**src/rtl/clock_pkg.sv**
```systemverilog
// -----------------------------------------------------------------------------
// clock_pkg
// Shared definitions for the MM:SS clock front panel and counter.
//   state_t        : time_set_ctrl state encoding (also drives the mode output)
//   UNITS_MAX      : largest legal BCD units digit
//   TENS_MAX       : largest legal BCD tens digit for minutes/seconds
//   BLANK_*        : bit positions inside the 4-bit display blank mask
//   bcd_inc()      : +1 on a two-digit BCD minute/second value, 59 -> 00
//   sanitize_*()   : force out-of-range digits to 0
// -----------------------------------------------------------------------------
package clock_pkg;

    typedef enum logic [1:0] {
        ST_RUN     = 2'd0,
        ST_SET_MIN = 2'd1,
        ST_SET_SEC = 2'd2
    } state_t;

    localparam logic [3:0] UNITS_MAX = 4'd9;
    localparam logic [3:0] TENS_MAX  = 4'd5;

    localparam int BLANK_MIN_DECS = 3;
    localparam int BLANK_MIN_ONES = 2;
    localparam int BLANK_SEC_DECS = 1;
    localparam int BLANK_SEC_ONES = 0;

    // bcd = {tens, ones}; the carry out of 59 is dropped on purpose.
    function automatic logic [7:0] bcd_inc(input logic [7:0] bcd);
        logic [3:0] tens;
        logic [3:0] ones;
        tens = bcd[7:4];
        ones = bcd[3:0];
        if (ones >= UNITS_MAX) begin
            ones = 4'd0;
            if (tens >= TENS_MAX) begin
                tens = 4'd0;
            end else begin
                tens = tens + 4'd1;
            end
        end else begin
            ones = ones + 4'd1;
        end
        return {tens, ones};
    endfunction

    function automatic logic [3:0] sanitize_units(input logic [3:0] d);
        return (d > UNITS_MAX) ? 4'd0 : d;
    endfunction

    function automatic logic [3:0] sanitize_tens(input logic [3:0] d);
        return (d > TENS_MAX) ? 4'd0 : d;
    endfunction

endpackage

```
**src/rtl/btn_debounce.sv**
```systemverilog
// -----------------------------------------------------------------------------
// btn_debounce
// Two-flop synchroniser, debounce counter and press pulse for one active-low
// push-button.
//   CLOCK_50 : system clock
//   res_n    : asynchronous active-low reset
//   btn_n    : raw button level, active-low, asynchronous to CLOCK_50
//   press    : one-cycle pulse after the stable level goes released->pressed
// -----------------------------------------------------------------------------
module btn_debounce #(
    parameter int DB_CYCLES = 500000
) (
    input  logic CLOCK_50,
    input  logic res_n,
    input  logic btn_n,
    output logic press
);

    localparam int CNT_W = $clog2(DB_CYCLES + 1);
    localparam logic [CNT_W-1:0] CNT_LAST = CNT_W'(DB_CYCLES - 1);

    logic             sync_0_n;
    logic             sync_1_n;
    logic             stable_n;
    logic             stable_d_n;
    logic [CNT_W-1:0] db_cnt;

    always_ff @(posedge CLOCK_50 or negedge res_n) begin
        if (!res_n) begin
            sync_0_n   <= 1'b1;
            sync_1_n   <= 1'b1;
            stable_n   <= 1'b1;
            stable_d_n <= 1'b1;
            db_cnt     <= '0;
            press      <= 1'b0;
        end else begin
            sync_0_n   <= btn_n;
            sync_1_n   <= sync_0_n;
            stable_d_n <= stable_n;
            // The sample that takes the count to DB_CYCLES flips the level.
            if (sync_1_n != stable_n) begin
                if (db_cnt == CNT_LAST) begin
                    stable_n <= sync_1_n;
                    db_cnt   <= '0;
                end else begin
                    db_cnt <= db_cnt + CNT_W'(1);
                end
            end else begin
                db_cnt <= '0;
            end
            // Only the released->pressed edge makes an event.
            press <= ~stable_n & stable_d_n;
        end
    end

endmodule

```
**src/rtl/time_set_ctrl.sv**
```systemverilog
// -----------------------------------------------------------------------------
// time_set_ctrl
// Front-panel time-setting controller for the MM:SS counter. Debounces the
// MODE and INC buttons, freezes the counter while minutes/seconds are edited,
// blinks the edited field and hands the new time over with a load pulse.
//   CLOCK_50      : system clock
//   res_n         : asynchronous active-low reset
//   btn_mode_n    : raw MODE button, active-low
//   btn_inc_n     : raw INC button, active-low
//   cur_*         : current BCD time from the counter
//   run_en        : counter count-enable
//   load          : one-cycle pulse, counter takes load_*
//   load_*        : edited BCD time, held between loads
//   blank_mask    : per-digit blank request {min_decs, min_ones, sec_decs, sec_ones}
//   mode          : 0 RUN, 1 SET_MIN, 2 SET_SEC
//
// state      | meaning
// -----------+-----------------------------------------------------------
// ST_RUN     | counter runs, display steady
// ST_SET_MIN | counter frozen, INC bumps minutes, minute digits blink
// ST_SET_SEC | counter frozen, INC bumps seconds, second digits blink;
//            | MODE returns to RUN with a load pulse
// -----------------------------------------------------------------------------
module time_set_ctrl
    import clock_pkg::*;
#(
    parameter int DB_CYCLES    = 500000,
    parameter int BLINK_CYCLES = 12500000
) (
    input  logic       CLOCK_50,
    input  logic       res_n,
    input  logic       btn_mode_n,
    input  logic       btn_inc_n,
    input  logic [3:0] cur_min_decs,
    input  logic [3:0] cur_min_ones,
    input  logic [3:0] cur_sec_decs,
    input  logic [3:0] cur_sec_ones,
    output logic       run_en,
    output logic       load,
    output logic [3:0] load_min_decs,
    output logic [3:0] load_min_ones,
    output logic [3:0] load_sec_decs,
    output logic [3:0] load_sec_ones,
    output logic [3:0] blank_mask,
    output logic [1:0] mode
);

    localparam int BL_W = $clog2(BLINK_CYCLES + 1);
    localparam logic [BL_W-1:0] BL_LAST = BL_W'(BLINK_CYCLES - 1);

    logic mode_ev;
    logic inc_ev;

    btn_debounce #(.DB_CYCLES(DB_CYCLES)) u_db_mode (
        .CLOCK_50 (CLOCK_50),
        .res_n    (res_n),
        .btn_n    (btn_mode_n),
        .press    (mode_ev)
    );

    btn_debounce #(.DB_CYCLES(DB_CYCLES)) u_db_inc (
        .CLOCK_50 (CLOCK_50),
        .res_n    (res_n),
        .btn_n    (btn_inc_n),
        .press    (inc_ev)
    );

    state_t            state_q, state_d;
    logic [7:0]        edit_min_q, edit_min_d;
    logic [7:0]        edit_sec_q, edit_sec_d;
    logic [7:0]        ld_min_q, ld_min_d;
    logic [7:0]        ld_sec_q, ld_sec_d;
    logic              load_q, load_d;
    logic              run_en_q, run_en_d;
    logic [3:0]        blank_q, blank_d;
    logic [BL_W-1:0]   blink_cnt_q, blink_cnt_d;
    logic              phase_q, phase_d;

    always_ff @(posedge CLOCK_50 or negedge res_n) begin
        if (!res_n) begin
            state_q     <= ST_RUN;
            edit_min_q  <= '0;
            edit_sec_q  <= '0;
            ld_min_q    <= '0;
            ld_sec_q    <= '0;
            load_q      <= 1'b0;
            run_en_q    <= 1'b1;
            blank_q     <= '0;
            blink_cnt_q <= '0;
            phase_q     <= 1'b0;
        end else begin
            state_q     <= state_d;
            edit_min_q  <= edit_min_d;
            edit_sec_q  <= edit_sec_d;
            ld_min_q    <= ld_min_d;
            ld_sec_q    <= ld_sec_d;
            load_q      <= load_d;
            run_en_q    <= run_en_d;
            blank_q     <= blank_d;
            blink_cnt_q <= blink_cnt_d;
            phase_q     <= phase_d;
        end
    end

    always_comb begin
        state_d     = state_q;
        edit_min_d  = edit_min_q;
        edit_sec_d  = edit_sec_q;
        ld_min_d    = ld_min_q;
        ld_sec_d    = ld_sec_q;
        load_d      = 1'b0;
        blink_cnt_d = blink_cnt_q;
        phase_d     = phase_q;
        blank_d     = '0;

        // MODE has priority; a coincident INC is dropped.
        case (state_q)
            ST_RUN: begin
                if (mode_ev) begin
                    state_d    = ST_SET_MIN;
                    edit_min_d = {sanitize_tens(cur_min_decs), sanitize_units(cur_min_ones)};
                    edit_sec_d = {sanitize_tens(cur_sec_decs), sanitize_units(cur_sec_ones)};
                end
            end
            ST_SET_MIN: begin
                if (mode_ev) begin
                    state_d = ST_SET_SEC;
                end else if (inc_ev) begin
                    edit_min_d = bcd_inc(edit_min_q);
                end
            end
            ST_SET_SEC: begin
                if (mode_ev) begin
                    state_d  = ST_RUN;
                    load_d   = 1'b1;
                    ld_min_d = edit_min_q;
                    ld_sec_d = edit_sec_q;
                end else if (inc_ev) begin
                    edit_sec_d = bcd_inc(edit_sec_q);
                end
            end
            default: begin
                state_d = ST_RUN;
            end
        endcase

        run_en_d = (state_d == ST_RUN);

        // Entering a state, sitting in RUN, or an edit all restart the blink
        // with the digits visible.
        if ((state_d != state_q) || (state_d == ST_RUN) || inc_ev) begin
            blink_cnt_d = '0;
            phase_d     = 1'b0;
        end else if (blink_cnt_q == BL_LAST) begin
            blink_cnt_d = '0;
            phase_d     = ~phase_q;
        end else begin
            blink_cnt_d = blink_cnt_q + BL_W'(1);
        end

        if (state_d == ST_SET_MIN) begin
            blank_d[BLANK_MIN_DECS] = phase_d;
            blank_d[BLANK_MIN_ONES] = phase_d;
        end else if (state_d == ST_SET_SEC) begin
            blank_d[BLANK_SEC_DECS] = phase_d;
            blank_d[BLANK_SEC_ONES] = phase_d;
        end
    end

    assign run_en        = run_en_q;
    assign load          = load_q;
    assign load_min_decs = ld_min_q[7:4];
    assign load_min_ones = ld_min_q[3:0];
    assign load_sec_decs = ld_sec_q[7:4];
    assign load_sec_ones = ld_sec_q[3:0];
    assign blank_mask    = blank_q;
    assign mode          = state_q;

endmodule
```
**config.mk**
```make
export PLATFORM = sky130hd
export DESIGN_NAME = time_set_ctrl
export DESIGN_NICKNAME = d
export VERILOG_FILES = /design/src/rtl/clock_pkg.sv /design/src/rtl/btn_debounce.sv /design/src/rtl/time_set_ctrl.sv
export SDC_FILE = /design/constraint.sdc
export NUM_CORES = 1
export LEC_CHECK = 0
export CELL_PAD_IN_SITES_DETAIL_PLACEMENT = 1
export CELL_PAD_IN_SITES_GLOBAL_PLACEMENT = 2
export CORE_AREA = 10 10 131 133
export DETAILED_ROUTE_END_ITERATION = 6
export DIE_AREA = 0 0 141 143
export GPL_TIMING_DRIVEN = 0
export PLACE_DENSITY_LB_ADDON = 0.05
export SLEW_MARGIN = 20
export SYNTH_ARGS = -nofsm -noshare
export SYNTH_HDL_FRONTEND = slang
export SYNTH_SLANG_ARGS = --single-unit
export TNS_END_PERCENT = 50
```
**constraint.sdc**
```tcl
create_clock -name CLOCK_50 -period 2.4 [get_ports CLOCK_50]
set_input_delay 0.48 -clock CLOCK_50 [delete_from_list [all_inputs] [get_ports CLOCK_50]]
set_output_delay 0.48 -clock CLOCK_50 [all_outputs]
set_load 0.01 [all_outputs]
```
Yosys cells after proc, flatten, opt, wreduce, memory -nomap -nowiden
Cells that the tools add are included.
W data, S select, Z words.

storage, ports and cells
  register bits after elaboration = 113
  logic and storage cells = 109

operators by class
  add/sub/neg operators = 7
  magnitude comparators = 8
  equal/unequal tests = 17
  muxes and demuxes = 35
  bitwise logic cells = 5
  reduce and logical (&&, ||, !) cells = 13

operators with widths
  kind                     number
  $mux W19                 4
  $mux W24                 2
  $mux W8                  6
  $mux W4                  10
  $add A19 B1 Y19 const B  2
  $eq A19 B19 Y1 const B   2
  $pmux W8 S2              2
  $add A24 B1 Y24 const B  1
  $eq A24 B24 Y1 const B   1
  $add A4 B1 Y4 const B    4
  $mux W2                  6
  $reduce_and A5 Y1        2
  $ge A4 B3 Y1 const B     2
  $ge A4 B4 Y1 const B     2
  $gt A4 B3 Y1 const B     2
  $gt A4 B4 Y1 const B     2
  $ne A2 B2 Y1 const B     4
  $reduce_and A4 Y1        2
  $ne A2 B1 Y1 const B     3
  $pmux W2 S3              1
  $reduce_and A2 Y1        3
  $eq A2 B1 Y1 const B     2
  $eq A2 B2 Y1 const B     2
  $logic_not A2 Y1         2
  other kinds (7)          16

Depth between registers and ports, before layout
  depth after elaboration = 8
  mapped depth = 7
  mapped depth without buffers = 6

Hierarchy
Synthesis repeated with hierarchy kept, for this count alone.

unflattened totals
  cell total of the unflattened synthesis = 552
  area total of the unflattened synthesis = 5619.1 µm²

by module, submodules not included
  module         times used  cells each  area an instance (µm²)
  time_set_ctrl  1           336         3337.0
  btn_debounce   2           108         1141.1

Worst setup path before layout
No wires, ideal clock.

  kind = reg-to-reg
  from = reg u_db_inc.db_cnt[0]
  to = reg u_db_inc.db_cnt[11]
  arrival = 1.770 ns
  data required time = 2.281 ns
  setup slack = 0.511 ns
  cell stages (with the launch flop) = 8
  buffers on the path = 2
  period minus slack after synthesis = 1.889 ns
  path through = dfrtp_1 > ha_1 > and4_1 > buf_2 > nand2_1 > o41ai_4 > buf_4 > nor2_1

on the way
  cells in the longest elaborated chain, start to end = 3

RTL lines
  item                                                      line                                    text
  from (decl)                                               btn_debounce.sv:26                      logic [CNT_W-1:0] db_cnt;
  from (signal assigned)                                    btn_debounce.sv:46                      db_cnt <= db_cnt + CNT_W'(1);
  $add A19 B1 Y19 / $eq A19 B19 Y1 (equally long branches)  btn_debounce.sv:46, btn_debounce.sv:42
  $mux W19 (*)                                              btn_debounce.sv:42                      if (db_cnt == CNT_LAST) begin
  $mux W19 (*)                                              btn_debounce.sv:41                      if (sync_1_n != stable_n) begin

Every way passes the cells marked *; elsewhere a longest branch is shown, timed or not.
A chain may end at the register's enable or synchronous reset.

Final worst setup path
  from = reg blink_cnt_q[0]
  to = reg blink_cnt_q[22]

on the way
  cells in the longest elaborated chain, start to end = 3

RTL lines
  item                                                      line                                        text
  from (decl)                                               time_set_ctrl.sv:76                         logic [BL_W-1:0] blink_cnt_q, blink_cnt_d;
  from (signal assigned)                                    time_set_ctrl.sv:100                        blink_cnt_q <= blink_cnt_d;
  $add A24 B1 Y24 / $eq A24 B24 Y1 (equally long branches)  time_set_ctrl.sv:158, time_set_ctrl.sv:154
  $mux W24 (*)                                              time_set_ctrl.sv:154                        end else if (blink_cnt_q == BL_LAST) begin
  $mux W24 (*)                                              time_set_ctrl.sv:151                        if ((state_d != state_q) || (state_d == ST_RUN) || inc_ev) begin
  via blink_cnt_d[22]                                       time_set_ctrl.sv:76

The timed path passes the listed nets; every way through them passes the cells marked *.

==> impl_metrics.yaml <==
run_status:
  status: "complete, no violations"
timing:
  finalSetupViolCount: 0
  fmax_mhz: 462
  clock_skew_ns: 0.00822
  worst_pin_slew_ns: 0.759
  hold_slack_ns: 0.0721
  period_share: 0.902
  maxSlewHeadroom: 0.494
  setup-tns-final_ns: 0
  grt_setup_unrepaired: "no"
  period_needed_ns: 2.16
  slew_viol_final: 0
  hold_viol_final: 0
placed_design:
  dp_hpwl_mm: 9.30
  portBuffers: 43
  postPlaceCellArea_um2: 6140
  gp_congestion: 0.859
synth:
  synth-seq-area-share: 0.512
  synth_flop_cell: "dfrtp_1"
  async_reset_ff_frac: 1.00
  synth.avg_cell_area_um2: 10.2
  yosysWarnings: 0
  synth_cell_types: 57
  synth_edf_count: 0
  synthCells: 537
  synth.cell_area_um2: 5450
  synth_seq_cells: 111
  syn_nets: 572
power_and_ir_drop:
  leakagePower_nw: 2.62
  power_switching_w: 0.000771
  switching_share: 0.215
  pwr_density_cell_nw_per_um2: 557
  pwr-share-comb: 0.040
  p_int_w: 0.00282
  pwr-share-seq: 0.531
  pwr-share-clk: 0.429
  ir_drop_mv: 0.329
finish:
  n_antenna_cell: 0
  area_growth_pct: 18.2
  drive_above_1_share: 0.0871
  nets: 627
  mostFrequentLayoutCells: "102 x dfrtp_1, 52 x nor2_1, 42 x clkdlybuf4s50_1, 36 x nand2_1, 31 x o21ai_0"
  layout_commonest_cell: "dfrtp_1"
  final_cell_area_um2: 6440
clock_network:
  clockBufferDepth: 2
  clk_pin_slew_ns: 0.07
  cts.sinks: 111
  h-tree-depth: 3
  tritoncts: "yes"
  cts_buffers: 9
  hold_buffers: 0
  clk_latency_ns: 0.35
  cts_setup_buffers: 0
  clk_root_buffer_cell: "clkbuf_16"
floorplanning:
  dieArea_um2: 20200
  coreArea_um2: 14400
  start_util: 0.378
  fp.dieW_um: 141
  num_rows: 44
  dieHeight_um: 143
  io_pins: 44
global_routing:
  antenna_found_initial: 0
  grt_usage: 0.132
  grt_start_max_net_pins: 62
  grt_pass1_wl_mm: 22.2
  grt_pass1_vias: 4347
  grt_overflow: 0
critical_path:
  slowest_delay_ns: 0.52
  critPathTopFamily: "simple AND/OR/NAND/NOR gates"
  crit_fanout: 10
  critPathLaunchType: "register"
  end_kind: "register"
  rrSetupSlack_ns: 0.24
  critical_path.cell_chain: "ha_1, and4_1, nand4_1, clkbuf_1, or4_1, a21oi_1"
  r2r-start: "blink_cnt_q[0]$_DFF_PN0_"
  critPathArrivalTime_ns: 2.44
  cp_num_buf_inv: 1
  cpMaxStageDelayCell: "or4_1"
  ff2ff_path_depth: 6
  critPathKind: "register to register"
  worstReg2RegEnd: "blink_cnt_q[22]$_DFF_PN0_"
  cp.required_ns: 2.68
drt:
  drt_iter0_drc: 178
  ant_nets: 0
  dr_wl_met2_mm: 5.94
  via_per_inst: 5.34
  vias: 4170
  dr_wl_met3_um: 344
  drc: 0
  drt-total-wl_mm: 12.7
  highest_layer: "met4"
  wirelength_met1_mm: 6.23
  wl_per_cell_um: 16.3
  dr.pass1.iters: 4
flow_run:
  drv_cap: 0
worst_hold_path:
  hp-class: "input port to asynchronous set/reset pin"
-- layout make-up --
| cell class | count | area (um^2) |
|---|---|---|
| Buffer | 20 | 95.1 |
| Clock buffer | 13 | 260 |
| Clock inverter | 3 | 42.5 |
| Fill cell | 1638 | 7980 |
| Inverter | 22 | 82.6 |
| Multi-Input combinational cell | 384 | 2480 |
| Sequential cell | 111 | 2790 |
| Tap cell | 184 | 230 |
| Timing Repair Buffer | 44 | 459 |
-- logic make-up after synthesis --
kind of cell / Yosys count / synth area share
and+or+nand+nor: 213 / 0.210
DFF: 111 / 0.512
AOI/OAI and AO/OA: 109 / 0.133
buffers and inverters: 42 / 0.0326
xor gates and xnor gates: 37 / 0.0594
adders and majority gates: 15 / 0.0344
muxes: 10 / 0.0195
-- worst max path at each step --
stage,from,to,slack [ns],depth (start not counted)
after global routing,u_db_inc.db_cnt[0]$_DFF_PN0_,u_db_inc.db_cnt[9]$_DFF_PN0_,0.06,7
after detailed placement,mode[0]$_DFF_PN0_,blink_cnt_q[4]$_DFF_PN0_,0.04,6
after CTS,mode[0]$_DFF_PN0_,blink_cnt_q[3]$_DFF_PN0_,0.003,6
final,blink_cnt_q[0]$_DFF_PN0_,blink_cnt_q[22]$_DFF_PN0_,0.24,6
after floorplan,u_db_inc.db_cnt[0]$_DFF_PN0_,u_db_inc.db_cnt[11]$_DFF_PN0_,0.51,7
after global placement,res_n,u_db_inc.db_cnt[8]$_DFF_PN0_,-3.61,1
-- layer usage --
layer | vias up | global-route usage
met2 | 52 | 0.210
met3 | 14 | 0.0232
met5 | - | 0
li1 | 2040 | -
met1 | 2064 | 0.174
met4 | 0 | 0.0489
-- cells in the mapped netlist, types with 11 or more instances --
cell     instances  area, um^2
a21oi_1         29         145
dfrtp_1        102        2550
ha_1            15         188
inv_1           22        82.6
nand2_1         36         135
nand3_1         30         150
nand4_1         18         113
nor2_1          52         195
o21ai_0         32         160
o31ai_1         11        82.6
or3_1           15        93.8
xnor2_1         15         131
xor2_1          22         193
-- through the flow --
stage,utilization,power (W),cells,setup WS (ns)
floorplan,-,0.00199,537,0.511
global placement,0.424,0.00208,764,-3.61
detailed placement,0.426,0.00209,765,0.0382
CTS,0.447,0.00365,781,0.00335
global route,0.447,0.00375,781,0.0567
finish,0.447,0.00359,781,0.236
-- registers in the layout, summed over array words and instances, names as in the netlist, 2 cells and up --
register,cells
mode,2
edit_sec_q,8
u_db_inc.db_cnt,19
blink_cnt_q,24
ld_sec_q,8
blank_mask,2
edit_min_q,8
u_db_mode.db_cnt,19
ld_min_q,8
-- power groups by stage --
stage          clock network [W]  registers [W]  logic [W]
2_1_floorplan                  0        0.00194  0.0000530
3_3_place_gp                   0        0.00194   0.000140
3_5_place_dp                   0        0.00194   0.000150
6_report                 0.00154        0.00190   0.000144
4_1_cts                  0.00160        0.00190   0.000150
5_1_grt                  0.00168        0.00191   0.000166
-- what timing repair did --
action,4_1_cts,5_1_grt
endpoints found under the hold margin,0,0
endpoints found under the setup margin,0,20
gates resized for setup,0,1
(Power assumes the default switching activity.)
==> RTL edit, RTL diff (same flow settings) <==
The parameter `BLINK_CYCLES` goes from 12500000 to 50000000.
--- a/src/rtl/time_set_ctrl.sv
+++ b/src/rtl/time_set_ctrl.sv
@@ -27,3 +27,3 @@
     parameter int DB_CYCLES    = 500000,
-    parameter int BLINK_CYCLES = 12500000
+    parameter int BLINK_CYCLES = 50000000
 ) (
Formal check against the unedited RTL: no difference found for any inputs over 10 cycles, from zero or initial values; that may be too few to reach the edited logic, so the function may still have changed.
==> RTL edit against the original RTL <==
  * Wire length is 4.5% higher
  * Sequential cell count grew 2
  * Largest cell class unchanged
  * Fmax down 3.8%
  * Power is 29% higher
  * The run now ends with negative hold slack left
  * Synthesized area is 2.2% higher
  * Worst setup slack worse by 85 ps
  * Design area grew 6.7%
  * Critical path depth is 1 lower
  * Critical endpoint is now blank_mask[2]
==> RTL edit: results (changes against the original RTL) <==
worst_setup_path:
  max_stage_delay_ps: 590  # +70 ps
  cp_data_arrival_time_ps: 2560  # +120 ps
  worstPathMaxFanout: 6  # -4
clocking:
  insertion_delay_ps: 420  # +70 ps
  cts_buffers: 17  # +8
  path_clk_slew_ps: 50  # -20 ps
  htree_num_levels: 4  # +1
global_route:
  grt_max_degree: 70  # +13%
  grt_pass1_vias: 4586  # +5.5%
  grtUsageTotal: 0.1363  # +0.004730
sta:
  fin_hold_ws_ps: -10.05  # -82.14 ps
  worstMarginPinSlew_ps: 687.2  # -71.42 ps
  hold_violations: 7  # +7
  clock_skew_ps: 11.32  # +3.094 ps
pwr:
  p_leak_nw: 2.774  # +5.9%
  vdd_ir_drop_max_mv: 0.5272  # +60%
yosys:
  yosysUniqueCellTypes: 56  # -1.8%
  avgSynthCellArea_um2: 10.10  # -0.55%
  yosys.area_share.adder: 0.03368  # -0.0007498
  ys_seq_area_frac: 0.5094  # -0.002161
outcome:
  violations: "negative hold slack"
  status: "finished with violations"
routing:
  dr_total_vias: 4372  # +4.8%
  drt_wl_total_mm: 13.29  # +4.5%
placement:
  pre_cts_slack_ps: -212.0  # -250.2 ps
  placedCellCount: 780  # +2.0%
cells_and_area:
  final_nets: 651  # +3.8%
  reg_top3: "blink_cnt_q (26), u_db_inc.db_cnt (19), u_db_mode.db_cnt (19)"
  final_cells: 813  # +4.1%
-- RTL edit: area by class of cell --
| type | count | area [um^2] |
|---|---|---|
| Fill cell | 1627 | 7546 |
| Clock inverter | 11 | 136.4 |
| Buffer | 18 | 81.33 |
| Tap cell | 184 | 230.2 |
| Inverter | 26 | 97.59 |
| Multi-Input combinational cell | 395 | 2566 |
| Timing Repair Buffer | 45 | 466.7 |
| Clock buffer | 21 | 460.4 |
| Sequential cell | 113 | 2839 |
-- RTL edit: kinds of logic (layout without fill, tap and decap cells) --
logic type,count (synthesis),after routing
flops,113,113
compound gates,110,110
mux,10,10
simple gates,221,221
fa+ha+maj,15,15
xor+xnor,39,39
buf+inv,44,121
-- RTL edit: repair_timing --
item,4_1_cts,5_1_grt
setup endpoints to repair,24,20
gates resized for setup,1,1
hold endpoints to repair,0,0
hold buffers,0,0
setup buffers,1,0
-- RTL edit: path summary, 6_finish.rpt --
check | from | endpoint | slack (ps) | depth (start not counted)
min in group CLOCK_50 | u_db_inc.sync_0_n | u_db_inc.sync_1_n | 360 | 0
max | blink_cnt_q[0] | blank_mask[2] | 150 | 5
max reg2reg | blink_cnt_q[0] | blank_mask[2] | 150 | 5
max in group asynchronous | res_n | u_db_inc.stable_d_n | 1680 | 2
min | res_n | edit_sec_q[4] | -10 | 1
min reg2reg | u_db_inc.sync_0_n | u_db_inc.sync_1_n | 360 | 0
-- RTL edit: per-stage QoR --
stage	hold slack (ps)	power, W	cell area (um^2)
floorplan	184.4	0.002023	5573
global placement	347.0	0.002114	6233
detailed placement	347.5	0.002123	6262
CTS	0.3640	0.004694	6870
global route	2.072	0.004811	6878
finish	-10.05	0.004627	6878
-- RTL edit: power groups by stage --
stage          clock, W  combinational, W  sequential, W
2_1_floorplan         0         0.0000516        0.00197
3_3_place_gp          0          0.000139        0.00197
3_5_place_dp          0          0.000148        0.00197
4_1_cts         0.00260          0.000149        0.00194
5_1_grt         0.00270          0.000164        0.00194
6_report        0.00254          0.000144        0.00194
-- RTL edit: per-layer routing --
metal,GRT usage,wire (um),up-vias
li1,-,-,2132
met1,0.1637,6155,2184
met2,0.2305,6588,50
met3,0.04610,473,6
met4,0.03207,68,0
met5,0,0,-
